`src/rtl/bp_pkg.sv`:
```
// Shared types and constants for the ID-stage branch predictor.
// Counter init/max helpers and the EX->ID update bundle.
package bp_pkg;

  localparam int BP_XLEN  = 32;
  localparam int BP_IDX_W = 6;

  function automatic int cnt_init(input int w);
    return (1 << (w - 1)) - 1;
  endfunction

  function automatic int cnt_max(input int w);
    return (1 << w) - 1;
  endfunction

  typedef logic [BP_IDX_W-1:0] pht_idx_t;

  typedef struct packed {
    logic               valid;
    pht_idx_t           idx;
    logic               predict;
    logic               actual;
    logic [BP_XLEN-1:0] pc;
    logic [BP_XLEN-1:0] target;
  } bp_upd_t;

endpackage

```
`src/rtl/sat_counter_table.sv`:
```
// Pattern history table: one saturating counter per entry.
// Reads are combinational; writes land on the clock edge.
module sat_counter_table
  import bp_pkg::*;
#(
  parameter int IDX_W = 6,
  parameter int CNT_W = 2
) (
  input  logic             clk,
  input  logic             rst_n,
  input  logic [IDX_W-1:0] rd_idx,
  output logic             rd_taken,
  input  logic             wr_en,
  input  logic [IDX_W-1:0] wr_idx,
  input  logic             wr_taken
);

  localparam int DEPTH = 2 ** IDX_W;
  localparam logic [CNT_W-1:0] CNT_INIT = CNT_W'(cnt_init(CNT_W));
  localparam logic [CNT_W-1:0] CNT_MAX  = CNT_W'(cnt_max(CNT_W));

  logic [CNT_W-1:0] pht [DEPTH];
  logic [CNT_W-1:0] cur;
  logic [CNT_W-1:0] nxt;

  assign rd_taken = pht[rd_idx][CNT_W-1];
  assign cur      = pht[wr_idx];

  always_comb begin
    nxt = cur;
    if (wr_taken) begin
      if (cur != CNT_MAX) nxt = cur + 1'b1;
    end else begin
      if (cur != '0) nxt = cur - 1'b1;
    end
  end

  always_ff @(posedge clk or negedge rst_n) begin
    if (!rst_n) begin
      for (int i = 0; i < DEPTH; i++) pht[i] <= CNT_INIT;
    end else if (wr_en) begin
      pht[wr_idx] <= nxt;
    end
  end

endmodule

```
`src/rtl/branch_predictor_bht.sv`:
```
// ID-stage bimodal branch predictor with jump target resolution.
// Define BP_GSHARE_EN to XOR global history into the PHT index.
module branch_predictor_bht
  import bp_pkg::*;
#(
  parameter int XLEN   = BP_XLEN,
  parameter int IDX_W  = BP_IDX_W,
  parameter int CNT_W  = 2,
  parameter int GHR_W  = 6,
  parameter int PERF_W = 32
) (
  input  logic              clk,
  input  logic              rst,
  input  logic              branch,
  input  logic              ujtype,
  input  logic              jalr,
  input  logic [XLEN-1:0]   pc,
  input  logic [XLEN-1:0]   imm,
  input  logic [XLEN-1:0]   rs1_data,
  output logic [XLEN-1:0]   target_pc,
  output logic              predict_result,
  output logic [IDX_W-1:0]  pred_idx,
  input  logic              upd_valid,
  input  logic [IDX_W-1:0]  upd_idx,
  input  logic              upd_predict,
  input  logic              upd_actual,
  input  logic [XLEN-1:0]   upd_pc,
  input  logic [XLEN-1:0]   upd_target,
  output logic              predict_fail,
  output logic [XLEN-1:0]   redirect_pc,
  output logic [PERF_W-1:0] miss_count
);

  bp_upd_t          upd;
  logic [IDX_W-1:0] pc_idx;
  logic [IDX_W-1:0] idx;
  logic             pht_taken;
  logic [XLEN-1:0]  seq_pc;
  logic [XLEN-1:0]  br_pc;
  logic [XLEN-1:0]  jr_pc;

  assign upd = '{
    valid:   upd_valid,
    idx:     upd_idx,
    predict: upd_predict,
    actual:  upd_actual,
    pc:      upd_pc,
    target:  upd_target
  };

  assign pc_idx = pc[IDX_W+1:2];

`ifdef BP_GSHARE_EN
  logic [GHR_W-1:0] ghr;

  // History follows resolved outcomes only, never speculative ones.
  always_ff @(posedge clk or negedge rst) begin
    if (!rst) begin
      ghr <= '0;
    end else if (upd.valid) begin
      ghr <= GHR_W'({ghr, upd.actual});
    end
  end

  assign idx = pc_idx ^ IDX_W'(ghr);
`else
  assign idx = pc_idx;
`endif

  assign pred_idx = idx;

  sat_counter_table #(
    .IDX_W(IDX_W),
    .CNT_W(CNT_W)
  ) u_pht (
    .clk     (clk),
    .rst_n   (rst),
    .rd_idx  (idx),
    .rd_taken(pht_taken),
    .wr_en   (upd.valid),
    .wr_idx  (upd.idx),
    .wr_taken(upd.actual)
  );

  assign seq_pc = pc + XLEN'(4);
  assign br_pc  = pc + imm;
  assign jr_pc  = (rs1_data + imm) & ~XLEN'(1);

  always_comb begin
    predict_result = 1'b0;
    target_pc      = seq_pc;
    if (rst) begin
      unique case (1'b1)
        ujtype && !jalr: begin
          predict_result = 1'b1;
          target_pc      = br_pc;
        end
        ujtype && jalr: begin
          predict_result = 1'b1;
          target_pc      = jr_pc;
        end
        branch && !ujtype: begin
          predict_result = pht_taken;
          target_pc      = pht_taken ? br_pc : seq_pc;
        end
        default: ;
      endcase
    end
  end

  assign predict_fail = rst & upd.valid & (upd.predict ^ upd.actual);
  assign redirect_pc  = upd.actual ? upd.target : upd.pc + XLEN'(4);

  always_ff @(posedge clk or negedge rst) begin
    if (!rst) begin
      miss_count <= '0;
    end else if (predict_fail && (miss_count != '1)) begin
      miss_count <= miss_count + 1'b1;
    end
  end

endmodule

```
`config.mk`:
```
export PLATFORM = sky130hd
export DESIGN_NAME = branch_predictor_bht
export DESIGN_NICKNAME = d
export VERILOG_FILES = /design/src/rtl/bp_pkg.sv /design/src/rtl/sat_counter_table.sv /design/src/rtl/branch_predictor_bht.sv
export SDC_FILE = /design/constraint.sdc
export NUM_CORES = 1
export LEC_CHECK = 0
export CAP_MARGIN = 20
export CORE_MARGIN = 1
export CORE_UTILIZATION = 56
export CTS_CLUSTER_DIAMETER = 40
export DETAILED_ROUTE_END_ITERATION = 12
export GPL_TIMING_DRIVEN = 0
export PLACE_DENSITY = 0.93
export SYNTH_ARGS = -nofsm -noshare
export SYNTH_HDL_FRONTEND = slang
export SYNTH_HIERARCHICAL = 1
export SYNTH_SLANG_ARGS = --single-unit
export TNS_END_PERCENT = 50
```
`constraint.sdc`:
```
create_clock -name clk -period 10.11 [get_ports clk]
set_input_delay 1.5165 -clock clk [delete_from_list [all_inputs] [get_ports clk]]
set_output_delay 1.5165 -clock clk [all_outputs]
set_load 0.1 [all_outputs]
```
==> results.cfg <==
[cells_and_area]
layout_common_cells = nand2_1, clkdlybuf4s50_1, dfrtp_1
area_growth_pct = 27.73
nets = 2104
fin_area_um2 = 17300
fillers = 1677
final_util = 0.7326
final_common_cell = nand2_1
layout-drive-gt1-share = 0.1460

[worst_setup_path]
reg2reg_from = u_pht/pht[99]$_DFFE_PN0P_
worstSetupEndpointType = primary output
cp.required_ns = 8.59
critPathMaxFanout = 10
ff2ff_path_depth = 7
cp-start-kind = input port
r2r_slack_ns = 7.29
critical_path.startpoint = pc[2]
arrival_ns = 7.65
worstSetupPathType = input port to primary output

[yosys]
synth_area_um2 = 13540
synth_top_area_cell = dfrtp_1
syn_area_per_cell_um2 = 8.626
synthesis.nets = 1810
synth.area.top_cells = dfrtp_1, dfstp_2, nand2_1
ys_warn_count = 6
synth_flop_cell = dfrtp_1
synth_seq_area_share = 0.3016
ys_types = 90
async_reset_ff_frac = 1.000
synth-edff-count = 0
netlist_instances = 1570
ys_ff_latch = 160
synth_top_area_frac = 0.1774

[route]
drt-wirelength-per-cell_um = 21.40
drt_iter0_drc = 1703
dr.pass1.iters = 6
drt_wl_total_um = 47010
final_antenna_net_count = 0
drc = 0
num_vias = 13980
viasPerCell = 6.363

[global_route]
grt_overflow = 0
grt_pass1_wl_um = 71680
met1_usage = 0.4640
grtUsageMet3 = 0.07902
grt_busiest_layer = met2
grt_start_max_net_pins = 103
grt_antenna_before_repair = 1
first_global_vias = 13520
met2_usage = 0.6165
track_usage = 0.3763

[placement]
gp_congestion = 1.013
io_buffers = 274
hpwl_um = 35020
placed_cell_area_um2 = 16720

[clock_tree]
insertion_delay_ns = 0.42
clk_pin_slew_worst_paths_ns = 0.06
clockBufferDepth = 2
cts_resized = 0
cts_buffers = 17
post_cts_buffers = 0
clockRootBuffer = clkbuf_16
cts_sinks = 160
cts_max_level = 4
tritoncts = done
cts.hold.buffers_added = 0

[sta]
hold_viol = 0
tightest_slew_ns = 1.324
relSlewSlack = 0.1138
setup_viol = 0
slew_violations = 0
fmax_mhz = 109.1
fin_crit_sh = 0.9070
rsz0062_at_grt = false
hold_ws_ns = 0.4687
fin_crit_ns = 9.170
clock_skew_ns = 0.01098

[floorplanning]
rows = 56
fp.dieArea_um2 = 24810
boundaryPins = 278
core-area_um2 = 23610
die_h_um = 157.5
initial_core_util = 0.5735
fp.dieW_um = 157.5

[run_status]
status = completed

[worst_hold_path]
hold-path-cell-count = 2
hp-start = u_pht/pht[50]$_DFFE_PN1P_
hp-class = flip-flop to flip-flop

[power_and_ir_drop]
power.leakage_nw = 6.882
powerDensity_nw_per_um2 = 142.1
vdd_drop_max_mv = 0.1710

[flow_run]
maxCapViolCount = 0
[synth_stat cells (7+ instances only)]
cell	n
o21ai_2	60
nand3_1	70
o21ai_0	81
a21oi_2	7
mux2i_1	20
nand2_1	329
a21oi_1	67
nor2_1	75
dfstp_2	64
buf_4	8
nor3_1	12
buf_2	20
a21o_1	20
o21a_1	9
o221ai_1	7
dfrtp_1	96
o211ai_1	7
clkbuf_1	35
nand2b_1	15
o21bai_1	9
a22oi_1	14
ha_1	64
o22ai_1	19
mux2_2	12
a211oi_1	11
nand4_1	21
mux4_2	33
nor2b_1	11
and2_1	10
o21ai_1	66
xor2_1	62
and3_1	24
inv_1	28
xnor2_1	73
[per-layer routing]
layer	vias to the layer above	wire (um)	share of wire
met4	0	2639	0.056
li1	6268	-	-
met3	238	5195	0.11
met2	970	21920	0.47
met1	6504	17260	0.37
met5	-	0	0
[flip-flops by register name (all words and copies together), names as in the netlist]
name        flops
miss_count     32
u_pht/pht     128
[worst max-delay path, cell delays in order]
cell	delay, ns
clkdlybuf4s50_1	0.75
clkbuf_1	0.56
buf_2	0.49
mux4_2	0.57
mux4_2	0.53
mux4_2	0.55
and2_1	0.18
o21ai_0	0.21
clkbuf_1	0.45
nand4_1	0.20
a21boi_0	0.18
o21a_1	0.19
o211ai_2	0.07
clkdlybuf4s50_1	1.18
[worst paths after layout]
| kind | endpoint |
|---|---|
| worst max-delay path | target_pc[31] |
| min in group asynchronous | u_pht/pht[93]$_DFFE_PN0P_ |
| worst max register to register | u_pht/pht[67]$_DFFE_PN0P_ |
| max in group asynchronous | u_pht/pht[32]$_DFFE_PN1P_ |
| worst min-delay path | u_pht/pht[50]$_DFFE_PN1P_ |
| worst min register to register | u_pht/pht[50]$_DFFE_PN1P_ |
[report_power, final]
| part | switching [mW] | internal [mW] | total [mW] |
|---|---|---|---|
| combinational | 0.660 | 0.357 | 1.02 |
| sequential | 0.0650 | 0.750 | 0.815 |
| clock | 0.274 | 0.352 | 0.627 |
| total | 0.999 | 1.46 | 2.46 |
[metrics by stage]
stage	setup TNS [ns]	instances	setup WS (ns)	total power, mW
after floorplan	0	1570	2.130	1.504
after global placement	-86.72	2163	-3.114	1.783
after detailed placement	0	2164	1.024	1.811
after CTS	0	2196	1.022	2.448
after global routing	0	2196	0.7152	2.557
final	0	2197	0.9403	2.458
[kinds of logic (layout without fill, tap and decap cells)]
kind of cell    count (synthesis)  in the layout  share of synthesized area
xor+xnor                      135            135                    0.08731
buf+inv                       101            408                    0.03982
other cells                     0              1                          0
fa+ha+maj                      68             68                    0.06393
mux                            69             69                    0.08740
simple gates                  607            607                     0.2062
compound gates                430            430                     0.2138
flops                         160            160                     0.3016
[final cells by class]
cell class | instances | area [um2] | area share
antenna | 1 | 2.502 | 0.0001447
buffer | 73 | 434.2 | 0.02510
clock buffer | 20 | 446.7 | 0.02582
clock inverter | 12 | 125.1 | 0.007233
inverter | 28 | 105.1 | 0.006076
multi-input combinational | 1309 | 8930 | 0.5162
sequential | 160 | 4084 | 0.2361
tap | 319 | 399.1 | 0.02307
timing repair buffer | 275 | 2771 | 0.1602
(Power assumes the default switching activity.)
